File: src/rtl/mtr_pkg.sv
`default_nettype none
// ============================================================================
//  Module      : mtr_pkg
//  Description : Shared types and helpers for the multi-channel H-bridge
//                PWM driver (bridge state enum, signed target, slew step).
//  Revision    : 1.0 - initial release
// ============================================================================
package mtr_pkg;

    // Bridge state of one motor channel
    typedef enum logic [2:0] {
        ST_IDLE = 3'd0,
        ST_FWD  = 3'd1,
        ST_REV  = 3'd2,
        ST_BRK  = 3'd3,
        ST_DEAD = 3'd4
    } state_t;

    // Signed target from magnitude and direction (1 = reverse)
    function automatic int mk_tgt(input int mag, input logic neg);
        return neg ? -mag : mag;
    endfunction

    // Step that moves app toward tgt by at most 'step' and never past it.
    // Evaluated at 32 bits, wider than the SPD_W+2 needed for the difference.
    function automatic int slew_step(input int tgt, input int app, input int step);
        int diff;
        diff = tgt - app;
        if (diff > step)
            return step;
        else if (diff < -step)
            return -step;
        else
            return diff;
    endfunction

endpackage
`default_nettype wire

File: src/rtl/mtr_drv_multi_ch.sv
`default_nettype none
// ============================================================================
//  Module      : mtr_ch
//  Description : One H-bridge channel: bridge-state FSM, signed slew register,
//                dead-time counter and registered PWM leg outputs.
//  Revision    : 1.0 - initial release
// ============================================================================
module mtr_ch
    import mtr_pkg::*;
#(
    parameter int SPD_W     = 11,
    parameter int DEAD_CYC  = 32,
    parameter int SLEW_STEP = 16
) (
    input  logic             clk,
    input  logic             rst,
    input  logic             en,
    input  logic             strobe,
    input  logic [SPD_W-1:0] cnt,
    input  logic [SPD_W-1:0] spd,
    input  logic             rev,
    input  logic             brake,
    output logic             pwm_frwrd,
    output logic             pwm_rev,
    output logic             at_target
);

    localparam int         AW        = SPD_W + 1;
    localparam logic [7:0] DEAD_LAST = 8'(DEAD_CYC - 1);

    state_t                 state, state_nxt;
    logic                   pend_brk, pend_nxt;
    logic [7:0]             dcnt, dcnt_nxt;
    logic signed [AW-1:0]   app, app_nxt, slewed, tgt, tgt_in;
    logic [SPD_W-1:0]       mag_nxt;
    logic                   slew_neg, slew_pos;
    logic                   fwd_nxt, rev_nxt;

    // Next-state, slew and next-output logic
    always_comb begin
        tgt_in    = AW'(mk_tgt(int'(spd), rev));
        slewed    = strobe ? AW'(int'(app) + slew_step(int'(tgt_in), int'(app), SLEW_STEP))
                           : app;
        slew_neg  = slewed[AW-1];
        slew_pos  = !slewed[AW-1] && (slewed != '0);
        state_nxt = state;
        pend_nxt  = pend_brk;
        dcnt_nxt  = dcnt;
        app_nxt   = slewed;
        if (!en) begin
            state_nxt = ST_IDLE;
            pend_nxt  = 1'b0;
            dcnt_nxt  = '0;
            app_nxt   = '0;
        end else begin
            unique case (state)
                ST_IDLE: begin
                    app_nxt   = '0;
                    state_nxt = ST_DEAD;
                    pend_nxt  = brake;
                    dcnt_nxt  = '0;
                end
                ST_FWD, ST_REV: begin
                    if (brake) begin
                        app_nxt   = '0;
                        state_nxt = ST_DEAD;
                        pend_nxt  = 1'b1;
                        dcnt_nxt  = '0;
                    end else if ((state == ST_FWD && slew_neg) ||
                                 (state == ST_REV && slew_pos)) begin
                        state_nxt = ST_DEAD;
                        pend_nxt  = 1'b0;
                        dcnt_nxt  = '0;
                    end
                end
                ST_BRK: begin
                    app_nxt = '0;
                    if (!brake) begin
                        state_nxt = ST_DEAD;
                        pend_nxt  = 1'b0;
                        dcnt_nxt  = '0;
                    end
                end
                ST_DEAD: begin
                    // A late brake retargets the pending state; count continues
                    pend_nxt = pend_brk | brake;
                    if (pend_nxt)
                        app_nxt = '0;
                    if (dcnt == DEAD_LAST)
                        state_nxt = pend_nxt ? ST_BRK : (app_nxt[AW-1] ? ST_REV : ST_FWD);
                    else
                        dcnt_nxt = dcnt + 8'd1;
                end
                default: state_nxt = ST_IDLE;
            endcase
        end
        mag_nxt = app_nxt[AW-1] ? SPD_W'(-app_nxt) : SPD_W'(app_nxt);
        fwd_nxt = (state_nxt == ST_BRK) || (state_nxt == ST_FWD && cnt < mag_nxt);
        rev_nxt = (state_nxt == ST_BRK) || (state_nxt == ST_REV && cnt < mag_nxt);
    end

    // State, slew, dead counter and output registers
    always_ff @(posedge clk) begin
        if (rst) begin
            state     <= ST_IDLE;
            pend_brk  <= 1'b0;
            dcnt      <= '0;
            app       <= '0;
            tgt       <= '0;
            pwm_frwrd <= 1'b0;
            pwm_rev   <= 1'b0;
        end else begin
            state     <= state_nxt;
            pend_brk  <= pend_nxt;
            dcnt      <= dcnt_nxt;
            app       <= app_nxt;
            if (strobe)
                tgt <= tgt_in;
            pwm_frwrd <= fwd_nxt;
            pwm_rev   <= rev_nxt;
        end
    end

    assign at_target = (app == tgt) && (state == ST_FWD || state == ST_REV);

endmodule
`default_nettype wire

File: src/rtl/mtr_drv_multi.sv
`default_nettype none
// ============================================================================
//  Module      : mtr_drv_multi
//  Description : NUM_CH-channel H-bridge PWM driver sharing one PWM counter;
//                per-channel slew limiting, dead time, brake, global enable.
//  Revision    : 1.0 - initial release
// ============================================================================
module mtr_drv_multi
    import mtr_pkg::*;
#(
    parameter int NUM_CH    = 2,
    parameter int SPD_W     = 11,
    parameter int DEAD_CYC  = 32,
    parameter int SLEW_STEP = 16
) (
    input  logic                    clk,
    input  logic                    rst,
    input  logic                    en,
    input  logic [NUM_CH*SPD_W-1:0] spd,
    input  logic [NUM_CH-1:0]       rev,
    input  logic [NUM_CH-1:0]       brake,
    output logic [NUM_CH-1:0]       PWM_frwrd,
    output logic [NUM_CH-1:0]       PWM_rev,
    output logic [NUM_CH-1:0]       at_target
);

    logic [SPD_W-1:0] cnt;
    logic             strobe;

    // Free-running PWM period counter shared by every channel
    always_ff @(posedge clk) begin
        if (rst)
            cnt <= '0;
        else
            cnt <= cnt + 1'b1;
    end

    assign strobe = (cnt == '0);

    generate
        for (genvar i = 0; i < NUM_CH; i++) begin : g_ch
            mtr_ch #(
                .SPD_W     (SPD_W),
                .DEAD_CYC  (DEAD_CYC),
                .SLEW_STEP (SLEW_STEP)
            ) u_ch (
                .clk       (clk),
                .rst       (rst),
                .en        (en),
                .strobe    (strobe),
                .cnt       (cnt),
                .spd       (spd[i*SPD_W +: SPD_W]),
                .rev       (rev[i]),
                .brake     (brake[i]),
                .pwm_frwrd (PWM_frwrd[i]),
                .pwm_rev   (PWM_rev[i]),
                .at_target (at_target[i])
            );
        end
    endgenerate

endmodule
`default_nettype wire
File: config.mk
export PLATFORM = sky130hd
export DESIGN_NAME = mtr_drv_multi
export DESIGN_NICKNAME = d
export VERILOG_FILES = /design/src/rtl/mtr_pkg.sv /design/src/rtl/mtr_drv_multi_ch.sv /design/src/rtl/mtr_drv_multi.sv
export SDC_FILE = /design/constraint.sdc
export NUM_CORES = 1
export LEC_CHECK = 0
export ABC_AREA = 1
export BUFFER_PORTS_ARGS = -buffer_cell sky130_fd_sc_hd__buf_2
export CAP_MARGIN = 20
export CELL_PAD_IN_SITES_DETAIL_PLACEMENT = 0
export CELL_PAD_IN_SITES_GLOBAL_PLACEMENT = 2
export CORE_MARGIN = 5
export CORE_UTILIZATION = 35
export CTS_CLUSTER_SIZE = 20
export DETAILED_ROUTE_END_ITERATION = 8
export PLACE_DENSITY_LB_ADDON = 0.3
export SETUP_SLACK_MARGIN = 0.1
export SYNTH_ARGS = -nofsm -noshare
export SYNTH_HDL_FRONTEND = slang
export SYNTH_HIERARCHICAL = 1
export SYNTH_SLANG_ARGS = --single-unit
File: constraint.sdc
create_clock -name clk -period 9.05 [get_ports clk]
set_input_delay 1.81 -clock clk [delete_from_list [all_inputs] [get_ports clk]]
set_output_delay 1.81 -clock clk [all_outputs]
set_load 0.02 [all_outputs]
==> results of run 1 <==
==> per-layer routing <==
layer  global-route usage  vias to the layer above
met5                    0                        -
met4               0.0405                        0
met3               0.0262                       19
met2                0.290                       99
met1                0.266                     3713
li1                     -                     4477
==> layout by cell type (no fill, tap or decap), drive strengths merged, types with 10 or more instances in the layout <==
cell	count
nand3	104
buf	36
nor2	178
xor2	28
a21oi	97
nand2	316
xnor2	23
o21ai	72
dfxtp	87
nor3	14
nand4	29
inv	252
clkbuf	10
ha	74
==> worst reg2reg max path: cells and delay by family, from the launching register on <==
| kind | cells | cell delay, ps |
|---|---|---|
| xor gates and xnor gates | 1 | 300 |
| AOI/OAI and AO/OA | 11 | 1810 |
| and+or+nand+nor | 12 | 1160 |
| buffers and inverters | 2 | 140 |
| adders and majority gates | 6 | 1870 |
| DFF | 1 | 370 |
==> cell families after synthesis <==
group / count (synthesis) / synth area share
compound gates: 209 / 0.139
simple gates: 670 / 0.352
mux: 6 / 0.00746
fa+ha+maj: 78 / 0.120
xor+xnor: 51 / 0.0533
flops: 87 / 0.208
buf+inv: 268 / 0.121
==> where the power goes <==
group,internal [mW],leakage (nW),total [mW],switching (mW)
combinational,0.132,3.72,0.389,0.257
clock,0.226,0.155,0.407,0.180
sequential,0.401,0.709,0.416,0.0152
==> worst max-delay path by stage <==
stage,start,end,cells after the start
2_1_floorplan,spd[11],g_ch[1].u_ch/pwm_frwrd$_SDFF_PP0_,38
3_3_place_gp,spd[0],g_ch[0].u_ch/pwm_frwrd$_SDFF_PP0_,36
3_5_place_dp,spd[0],g_ch[0].u_ch/pwm_frwrd$_SDFF_PP0_,38
4_1_cts,spd[0],g_ch[0].u_ch/pwm_frwrd$_SDFF_PP0_,38
5_1_grt,spd[0],g_ch[0].u_ch/pwm_rev$_SDFF_PP0_,40
6_report,spd[0],g_ch[0].u_ch/pwm_frwrd$_SDFF_PP0_,38
==> cell type report <==
class | instances | area share
Inverter | 251 | 0.102
Clock inverter | 6 | 0.00827
Tap cell | 319 | 0.0433
Multi-Input combinational cell | 1014 | 0.612
Clock buffer | 10 | 0.0259
Sequential cell | 87 | 0.189
Timing Repair Buffer | 36 | 0.0201
==> state kept, by name (all words and copies together) (netlist names) <==
name,count
cnt,11
g_ch.u_ch/app,24
g_ch.u_ch/dcnt,16
g_ch.u_ch/pend_brk,2
g_ch.u_ch/pwm_frwrd,2
g_ch.u_ch/pwm_rev,2
g_ch.u_ch/state,6
g_ch.u_ch/tgt,24
==> stage by stage <==
| stage | setup slack, ps | std cells |
|---|---|---|
| detailed placement | 928 | 1707 |
| CTS | 1300 | 1723 |
| global placement | 915 | 1707 |
| floorplan | 2150 | 1369 |
| global route | 579 | 1723 |
| finish | 1380 | 1723 |
==> results.tsv, run 1 <==
stage	metric	value	unit
route	drc	0	
cts	clockBufferDepth	2	
floorplanning	die_area	0.0272	mm^2
pwr	p_leak	4.58	nW
route	wl_met2	10200	um
cts	cts_hold_buf	0	
timing	max_slew.worst_pin.slew	740	ps
setup_path	crit_path_end_kind	flop	
yosys	ys_top_cells_by_area	dfxtp_1 (21%), nand2_1 (14%), ha_1 (11%)	
cts	cts_root_buf	clkbuf_16	
setup_path	slowest_delay	430	ps
floorplanning	initial_core_util	0.356	
place	placed_area	0.00891	mm^2
floorplanning	std_cell_rows	56	
pwr	power_density	131	mW/mm^2
yosys	synth_fp_nets	1476	
global_route	grt_usage	0.184	
global_route	grt_max_degree	57	
setup_path	crit_required	9340	ps
yosys	synthTopCellsByCount	nand2_1 (311), inv_1 (243), nor2_1 (171), a21oi_1 (95), nand3_1 (95)	
yosys	synth_cell_type_count	47	
cts	postCtsSetupRepairBufs	0	
timing	rsz0062_at_grt	no	
finish	fin_area	0.00923	mm^2
floorplanning	die_h	165	um
setup_path	worstPathArrival	7960	ps
route	vias	8308	
global_route	grt_pass1_vias	7903	
global_route	antenna_found_initial	0	
pwr	power	1.21	mW
setup_path	crit_buf_inv	4	
cts	cts_buffers	9	
finish	area_delta_synth_final	10.0	%
setup_path	crit_type	primary input to flop	
timing	max_slew_margin	0.507	
setup_path	reg2reg_slack	3290	ps
setup_path	slowest_stage	o41ai_1	
place	post-dp-hpwl	19000	um
timing	timing.fmax	0.130	GHz
setup_path	rr_endpoint	g_ch[1].u_ch/pwm_frwrd$_SDFF_PP0_	
hold_path	min_path_cells	2	
timing	clock_skew	11.4	ps
yosys	synth_area_leader_cell	dfxtp_1	
route	drtIter0Drc	410	
timing	period_needed	7670	ps
global_route	grt_pass1_wl	39900	um
status	status	complete, no violations	
cts	cts_sinks	87	
timing	tns	0	ps
yosys	synth.yosys.seq_area_share	0.208	
timing	fin_crit_sh	0.847	
yosys	synthCells	1369	
setup_path	crit_fanout	10	
setup_path	crit_family	simple AND/OR/NAND/NOR gates	
finish	fin_nets	1506	
setup_path	start_kind	primary input	
route	wirelength	24100	um
floorplanning	die_w	165	um
hold_path	hold_path_class	flop to flop	
yosys	synth-edff-count	0	
timing	hold_viol	0	
yosys	syn_area	0.00839	mm^2
setup_path	critPathMostFrequentCell	nand2_1	
cts	clock_latency	360	ps
route	topRoutingLayerUsed	met4	
route	first_pass_iters	5	
place	portBuffers	34	
cts	cts_max_level	3	
yosys	synth_top_area_share	0.208	
place	place.gp.congestion	0.837	
route	wl_per_cell	14.0	um
floorplanning	core	0.0235	mm^2
finish	multi_input_area	0.00564	mm^2
cts	ctsResizeCount	0	
finish	seq_area	0.00174	mm^2
timing	hold_slack	465	ps
route	route.met3.wl	726	um
yosys	yosys_warnings	6	
setup_path	worstReg2RegStart	g_ch[1].u_ch/app[0]$_SDFF_PP0_	
flow_run	timing.max_cap.violations	0	
route	avgViaCountPerCell	4.82	
pwr	ir_drop	0.0784	mV
finish	final_core_util	0.392	
timing	maxSlewViolCount	0	
finish	num-fill-cells	2707	
yosys	synth_seq_cells	87	
yosys	async_flop_share	0	
setup_path	worst-r2r-cell-count	32	
yosys	yosys_most_used_dff	dfxtp_1	
finish	insertedDiodeCount	0	
finish	drive_gt1_frac	0.0698	
hold_path	worstHoldEndpoint	g_ch[1].u_ch/pend_brk$_SDFFE_PP0P_	
route	ant_nets	0	
yosys	syn_area_per_cell	6.13	um^2
route	wirelength_met1	12800	um
cts	cts_tree	done	
cts	clk_pin_slew_worst_paths	70	ps
timing	finalSetupViolations	0	
floorplanning	io_pins	35	
global_route	grt_overflow_total	0	
yosys	yosysMostFrequentCell	nand2_1	
hold_path	holdCritStartpoint	g_ch[1].u_ch/pend_brk$_SDFFE_PP0P_	
No activity file was read; power rests on OpenSTA's default activity.
==> run 2: changes to the inputs <==
--- a/config.mk
+++ b/config.mk
@@ -5,13 +5,13 @@
 export SDC_FILE = /design/constraint.sdc
 export NUM_CORES = 1
 export LEC_CHECK = 0
-export ABC_AREA = 1
+export ABC_AREA = 0
 export BUFFER_PORTS_ARGS = -buffer_cell sky130_fd_sc_hd__buf_2
 export CAP_MARGIN = 20
 export CELL_PAD_IN_SITES_DETAIL_PLACEMENT = 0
 export CELL_PAD_IN_SITES_GLOBAL_PLACEMENT = 2
 export CORE_MARGIN = 5
-export CORE_UTILIZATION = 35
+export CORE_UTILIZATION = 38
 export CTS_CLUSTER_SIZE = 20
 export DETAILED_ROUTE_END_ITERATION = 8
 export PLACE_DENSITY_LB_ADDON = 0.3
==> constraint.sdc (replaced) <==
create_clock -name clk -period 7.8 [get_ports clk]
set_input_delay 1.56 -clock clk [delete_from_list [all_inputs] [get_ports clk]]
set_output_delay 1.56 -clock clk [all_outputs]
set_load 0.02 [all_outputs]
==> run 2 against run 1 <==
  * Core utilization is 13 points higher
  * Clock skew hardly changed
  * Synthesized cell count is 21% lower
  * Die area is 9.1% lower
  * Combinational power is 40% higher
  * Power is 24% higher
  * Clock-buffer cell count stayed put
  * Global-route usage is 0.81 points higher
  * Synthesized area is 1.9% lower
  * Via count is 0.40% higher
  * Critical path type unchanged
  * Largest power group is now combinational cells
  * Highest routed layer unchanged
==> results.tsv, run 2 <==
stage	metric	value	unit	change
pwr	p_seq_frac	0.319		was 0.344
route	wirelength	24200	um	was 24100 um
yosys	yosys_warnings	6		unchanged
global_route	grt_max_degree	47		was 57
yosys	async_flop_share	0		unchanged
setup_path	crit_fanout	6		was 10
pwr	p_int	1.01	mW	was 0.760 mW
timing	max_slew.worst_pin.slew	1040	ps	was 740 ps
cts	cts_max_level	3		unchanged
setup_path	reg2reg_slack	1380	ps	was 3290 ps
yosys	synth_area_leader_cell	dfxtp_1		unchanged
finish	multi_input_area	0.00668	mm^2	was 0.00564 mm^2
hold_path	hold_path_class	flop to flop		unchanged
place	place_inst	1525		was 1707
yosys	synth_fp_nets	1191		was 1476
timing	maxSlewViolCount	0		unchanged
place	post-dp-hpwl	18500	um	was 19000 um
setup_path	slowest_delay	580	ps	was 430 ps
pwr	p_comb_frac	0.361		was 0.321
setup_path	crit_path_end_kind	flop		unchanged
yosys	synth.yosys.seq_area_share	0.212		was 0.208
cts	cts_sinks	87		unchanged
cts	clk_pin_slew_worst_paths	70	ps	about the same
flow_run	timing.max_cap.violations	0		unchanged
yosys	synth_seq_cells	87		unchanged
pwr	swShare	0.331		was 0.373
cts	clock_latency	360	ps	about the same
place	place.gp.congestion	0.839		was 0.837
global_route	grt_overflow_total	0		unchanged
pwr	power_density	137	mW/mm^2	was 131 mW/mm^2
yosys	synthTopCellsByCount	nor2_1 (129), dfxtp_1 (87), nand2_1 (76), ha_1 (74), o21ai_0 (69)		was nand2_1 (311), inv_1 (243), nor2_1 (171), a21oi_1 (95), nand3_1 (95)
place	pre_cts_ws	-578	ps	was 928 ps
timing	fin_ws	60.4	ps	was 1380 ps
yosys	syn_area_per_cell	7.59	um^2	was 6.13 um^2
floorplanning	die_area	0.0247	mm^2	was 0.0272 mm^2
yosys	synthCells	1084		was 1369
global_route	grt_pass1_vias	7928		was 7903
cts	cts_tree	done		unchanged
timing	rsz0062_at_grt	yes		was no
pwr	switchingPower	0.498	mW	was 0.452 mW
yosys	synth-edff-count	0		unchanged
finish	final_common_cell	buf_4		was nand2_1
global_route	grt_pass1_wl	38700	um	was 39900 um
finish	insertedDiodeCount	0		unchanged
timing	clock_skew	11.1	ps	was 11.4 ps
floorplanning	die_w	157	um	was 165 um
timing	period_needed	7740	ps	
floorplanning	std_cell_rows	53		was 56
finish	area_delta_synth_final	33.3	%	was 10.0%
timing	max_slew_margin	0.306		was 0.507
route	drc	0		unchanged
setup_path	critPathMostFrequentCell	a21oi_2		was nand2_1
pwr	pwr-share-clk	0.320		was 0.335
cts	cts_root_buf	clkbuf_16		unchanged
yosys	synth_top_area_share	0.212		was 0.208
finish	seq_area	0.00174	mm^2	unchanged
route	first_pass_iters	5		unchanged
setup_path	start_kind	primary input		unchanged
floorplanning	core	0.0212	mm^2	was 0.0235 mm^2
cts	clockBufferDepth	2		unchanged
pwr	ir_drop	0.142	mV	was 0.0784 mV
yosys	yosys_most_used_dff	dfxtp_1		unchanged
finish	fin_nets	1386		was 1506
yosys	syn_area	0.00822	mm^2	was 0.00839 mm^2
finish	drive_gt1_frac	0.278		was 0.0698
global_route	antenna_found_initial	0		unchanged
yosys	synth_cell_type_count	89		was 47
route	ant_nets	0		unchanged
finish	num-fill-cells	2072		was 2707
timing	hold_viol	0		unchanged
timing	hold_slack	480	ps	was 465 ps
route	vias	8341		was 8308
floorplanning	initial_core_util	0.389		was 0.356
floorplanning	die_h	157	um	was 165 um
finish	largestRegisters	g_ch.u_ch/app x24, g_ch.u_ch/tgt x24, g_ch.u_ch/dcnt x16		unchanged
pwr	p_leak	4.56	nW	was 4.58 nW
finish	layoutNonFillerInstCount	1559		was 1723
global_route	grt_usage	0.192		was 0.184
finish	final_cell_mix	buf_4 (185), nor2_1 (126), dfxtp_1 (87)		was nand2_1 (311), inv_1 (243), nor2_1 (170)
setup_path	slowest_stage	or4b_4		was o41ai_1
timing	fin_crit_sh	0.992		
timing	timing.fmax	0.129	GHz	
setup_path	worst-r2r-cell-count	29		was 32
setup_path	crit_type	primary input to flop		unchanged
route	drtIter0Drc	309		was 410
timing	finalSetupViolations	0		unchanged
setup_path	crit_required	8070	ps	was 9340 ps
yosys	ys_top_cells_by_area	dfxtp_1 (21%), ha_1 (11%), nor2_1 (5.9%)		was dfxtp_1 (21%), nand2_1 (14%), ha_1 (11%)
place	portBuffers	34		unchanged
cts	cts_hold_buf	0		unchanged
cts	cts_buffers	9		unchanged
route	avgViaCountPerCell	5.35		was 4.82
status	status	complete, no violations		unchanged
hold_path	min_path_cells	1		was 2
floorplanning	io_pins	35		unchanged
route	wl_per_cell	15.5	um	was 14.0 um
setup_path	worstPathArrival	8010	ps	was 7960 ps
yosys	yosysMostFrequentCell	nor2_1		was nand2_1
timing	tns	0	ps	unchanged
==> run 2: changes by cell type after synthesis, sizes merged, moves of 17 or more <==
| cell | change |
|---|---|
| nand2 | -239 |
| inv | -185 |
| nand3 | -73 |
| nor2 | -49 |
| a21oi | -32 |
| mux2i | +22 |
| nor2b | +21 |
| nor3 | +21 |
| nand4 | -19 |
| or3 | +19 |
| xnor2 | +19 |
| nand2b | +18 |
| o21a | +17 |
==> run 2: per-stage QoR <==
| stage | total power [mW] | area [um^2] | utilization |
|---|---|---|---|
| after floorplan | 0.789 | 8300 | - |
| after global placement | 0.972 | 9910 | 0.468 |
| after detailed placement | 0.973 | 9910 | 0.468 |
| after CTS | 1.47 | 10300 | 0.488 |
| after global routing | 1.59 | 11000 | 0.518 |
| final | 1.51 | 11000 | 0.518 |
==> run 2: timing repair <==
| action | in CTS | in global routing |
|---|---|---|
| buffers inserted | 3 | 15 |
| gates resized for setup | 22 | 122 |
| setup endpoints to repair | 10 | 22 |
| pin swaps | 10 | 67 |
==> run 2: metal layers <==
metal,up-vias,global-route usage,part of all wire
li1,4341,-,-
met1,3889,0.245,0.47
met2,93,0.345,0.50
met3,18,0.0234,0.019
met4,0,0.0438,0.012
met5,-,0,0
==> run 2: power groups by stage <==
stage	clock (mW)	combinational [mW]	sequential, mW
floorplan	0	0.304	0.485
global placement	0	0.482	0.490
detailed placement	0	0.482	0.490
CTS	0.497	0.492	0.480
global route	0.512	0.600	0.482
finish	0.483	0.544	0.480
==> run 2: worst paths after layout <==
| check | start | to |
|---|---|---|
| setup reg to reg | g_ch[0].u_ch/app[1]$_SDFF_PP0_ | g_ch[0].u_ch/pwm_rev$_SDFF_PP0_ |
| hold reg to reg | g_ch[0].u_ch/dcnt[4]$_SDFFE_PP0P_ | g_ch[0].u_ch/dcnt[4]$_SDFFE_PP0P_ |
| setup / recovery | spd[0] | g_ch[0].u_ch/pwm_rev$_SDFF_PP0_ |
| hold / removal | g_ch[0].u_ch/dcnt[4]$_SDFFE_PP0P_ | g_ch[0].u_ch/dcnt[4]$_SDFFE_PP0P_ |
==> run 2: kinds of logic after synthesis <==
family                   share of synthesized area
flip-flops                                   0.212
adder cells (fa/ha/maj)                      0.122
AO/OA/AOI/OAI                                0.244
multiplexers                                0.0389
XOR/XNOR                                    0.0809
buffers and inverters                       0.0485
AND/OR/NAND/NOR                              0.253
==> run 2: worst max-delay path: cells and delay by family <==
family	cells	cell delay, ps
compound gates	15	2750
fa+ha+maj	3	880
buf+inv	2	170
simple gates	10	2630
==> run 2: cell type report <==
cell class | count | area share
multi-input combinational | 895 | 0.609
sequential | 87 | 0.159
timing repair buffer | 221 | 0.148
tap | 275 | 0.0314
inverter | 65 | 0.0229
clock buffer | 10 | 0.0209
clock inverter | 6 | 0.00833
==> run 3: changes to the inputs <==
--- a/config.mk
+++ b/config.mk
@@ -7,14 +7,16 @@
 export LEC_CHECK = 0
 export ABC_AREA = 0
 export BUFFER_PORTS_ARGS = -buffer_cell sky130_fd_sc_hd__buf_2
-export CAP_MARGIN = 20
+export CAP_MARGIN = 25
 export CELL_PAD_IN_SITES_DETAIL_PLACEMENT = 0
 export CELL_PAD_IN_SITES_GLOBAL_PLACEMENT = 2
+export CORE_ASPECT_RATIO = 0.5
 export CORE_MARGIN = 5
 export CORE_UTILIZATION = 38
 export CTS_CLUSTER_SIZE = 20
 export DETAILED_ROUTE_END_ITERATION = 8
 export PLACE_DENSITY_LB_ADDON = 0.3
+export REMOVE_ABC_BUFFERS = 1
 export SETUP_SLACK_MARGIN = 0.1
 export SYNTH_ARGS = -nofsm -noshare
 export SYNTH_HDL_FRONTEND = slang
==> run 3 against run 2 <==
  * Cell count grew 2.5%
  * Sequential power is essentially flat
  * Fmax grew 0.58%
  * Clock power grew 1%
  * Die area grew 0.72%
  * Power grew 1.1%
  * Critical path type unchanged
  * Largest cell class unchanged
  * Largest power group unchanged
==> results.tsv, run 3 (synthesis results as in run 2) <==
stage	metric	value	unit	change
hold_path	holdCritStartpoint	g_ch[0].u_ch/dcnt[4]$_SDFFE_PP0P_		unchanged
timing	timing.fmax	0.130	GHz	was 0.129 GHz
setup_path	crit_type	primary input to flop		unchanged
finish	drive_gt1_frac	0.298		was 0.278
finish	final_core_util	0.518		about the same
cts	cts_max_level	3		unchanged
place	pre_cts_ws	-890	ps	was -578 ps
setup_path	reg2reg_slack	1310	ps	was 1380 ps
pwr	power_density	137	mW/mm^2	about the same
global_route	grt_pass1_vias	8295		was 7928
cts	cts_root_buf	clkbuf_16		unchanged
route	route.met3.wl	560	um	was 467 um
finish	final_cell_mix	buf_4 (194), nor2_1 (125), dfxtp_1 (87)		was buf_4 (185), nor2_1 (126), dfxtp_1 (87)
route	vias	8530		was 8341
timing	clock_skew	6.71	ps	was 11.1 ps
timing	finalSetupViolations	0		unchanged
pwr	pwr-share-clk	0.322		was 0.320
place	portBuffers	34		unchanged
pwr	p_int	1.02	mW	was 1.01 mW
setup_path	crit_fanout	7		was 6
route	wirelength_met1	11800	um	was 11300 um
finish	fin_nets	1400		was 1386
pwr	p_seq_frac	0.316		was 0.319
finish	final_common_cell	buf_4		unchanged
hold_path	hold_path_class	flop to flop		unchanged
global_route	grt_max_degree	47		unchanged
timing	tns	0	ps	unchanged
timing	fin_crit_sh	0.987		was 0.992
place	place.gp.congestion	0.896		was 0.839
setup_path	crit_required	8070	ps	about the same
pwr	ir_drop	0.108	mV	was 0.142 mV
route	wirelength	24500	um	was 24200 um
finish	num-fill-cells	2141		was 2072
route	wl_per_cell	15.3	um	was 15.5 um
place	post-dp-hpwl	18500	um	about the same
finish	area_delta_synth_final	35.5	%	was 33.3%
setup_path	slowest_delay	540	ps	was 580 ps
route	first_pass_iters	5		unchanged
global_route	antenna_found_initial	0		unchanged
timing	maxSlewViolCount	0		unchanged
timing	period_needed	7690	ps	was 7740 ps
finish	largestRegisters	g_ch.u_ch/app x24, g_ch.u_ch/tgt x24, g_ch.u_ch/dcnt x16		unchanged
pwr	p_comb_frac	0.363		was 0.361
pwr	swShare	0.329		was 0.331
global_route	grt_pass1_wl	39800	um	was 38700 um
status	status	complete, no violations		unchanged
floorplanning	die_area	0.0249	mm^2	was 0.0247 mm^2
floorplanning	io_pins	35		unchanged
finish	insertedDiodeCount	0		unchanged
floorplanning	die_h	114	um	was 157 um
floorplanning	core	0.0215	mm^2	was 0.0212 mm^2
route	drtIter0Drc	417		was 309
setup_path	worstPathArrival	7960	ps	was 8010 ps
timing	max_slew_margin	0.423		was 0.306
pwr	switchingPower	0.500	mW	was 0.498 mW
cts	clock_latency	350	ps	was 360 ps
route	avgViaCountPerCell	5.34		was 5.35
cts	cts_buffers	9		unchanged
floorplanning	std_cell_rows	38		was 53
place	placed_area	0.00996	mm^2	was 0.00991 mm^2
route	drc	0		unchanged
timing	hold_viol	0		unchanged
route	topRoutingLayerUsed	met4		unchanged
cts	clockBufferDepth	2		unchanged
global_route	grt_overflow_total	0		unchanged
global_route	grt_usage	0.191		was 0.192
cts	cts_hold_buf	0		unchanged
floorplanning	die_w	218	um	was 157 um
cts	cts_sinks	87		unchanged
setup_path	worstReg2RegStart	g_ch[0].u_ch/app[1]$_SDFF_PP0_		unchanged
timing	max_slew.worst_pin.slew	858	ps	was 1040 ps
setup_path	start_kind	primary input		unchanged
cts	cts_tree	done		unchanged
timing	fin_ws	105	ps	was 60.4 ps
setup_path	startpoint	spd[0]		unchanged
pwr	p_leak	4.64	nW	was 4.56 nW
finish	fin_area	0.0111	mm^2	was 0.0110 mm^2
cts	clk_pin_slew_worst_paths	70	ps	about the same
route	ant_nets	0		unchanged
timing	rsz0062_at_grt	yes		unchanged
timing	hold_slack	474	ps	was 480 ps
flow_run	timing.max_cap.violations	0		unchanged
setup_path	slowest_stage	or4b_4		unchanged
floorplanning	initial_core_util	0.383		was 0.389
route	wl_met2	11800	um	was 12100 um
setup_path	crit_path_end_kind	flop		unchanged
## run 3: changes by cell type in the layout (fill, tap and decap cells not counted), sizes merged
cell / before / now
clkbuf: 10 / 12
buf: 221 / 234
clkinvlp: 0 / 1
inv: 67 / 65
## run 3: metrics by stage
stage / power (mW) / std cells
floorplan: 0.776 / 1047
global placement: 0.973 / 1559
detailed placement: 0.978 / 1559
CTS: 1.49 / 1583
global route: 1.61 / 1598
finish: 1.52 / 1598
## run 3: per-layer routing
metal / vias up / track usage
li1: 4356 / -
met2: 112 / 0.343
met5: - / 0
met4: 0 / 0.0410
met1: 4038 / 0.247
met3: 24 / 0.0284
## run 3: area by class of cell
type                       instances  area, um^2  share of cell area
multi-input combinational        895        6700               0.601
timing repair buffer             235        1760               0.158
sequential                        87        1740               0.156
tap                              300         375              0.0337
inverter                          65         246              0.0221
clock buffer                      11         243              0.0218
clock inverter                     5        81.3             0.00730
## run 3: path summary, 6_finish.rpt
| kind | depth (start not counted) | end |
|---|---|---|
| setup / recovery | 32 | g_ch[0].u_ch/pwm_rev$_SDFF_PP0_ |
| hold reg to reg | 1 | g_ch[0].u_ch/dcnt[4]$_SDFFE_PP0P_ |
| hold / removal | 1 | g_ch[0].u_ch/dcnt[4]$_SDFFE_PP0P_ |
| setup reg to reg | 29 | g_ch[0].u_ch/pwm_rev$_SDFF_PP0_ |
## run 3: power by group through the flow
stage | clock network (mW) | logic, mW | registers, mW
after floorplan | 0 | 0.290 | 0.486
after global placement | 0 | 0.483 | 0.490
after detailed placement | 0 | 0.488 | 0.491
after CTS | 0.502 | 0.508 | 0.481
after global routing | 0.520 | 0.607 | 0.483
final | 0.490 | 0.552 | 0.481
## run 3: critical path, delay by kind of cell
family	cells	cell delay [ps]
and+or+nand+nor	12	2330
AOI/OAI and AO/OA	15	2980
adders and majority gates	3	840
buffers and inverters	2	250
## run 3: repair_timing
action / 4_1_cts / 5_1_grt
gates cloned: 0 / 1
gates resized for setup: 63 / 101
setup buffers: 8 / 17
pin swaps: 26 / 56
endpoints found under the setup margin: 20 / 24
hold endpoints to repair: 0 / 0
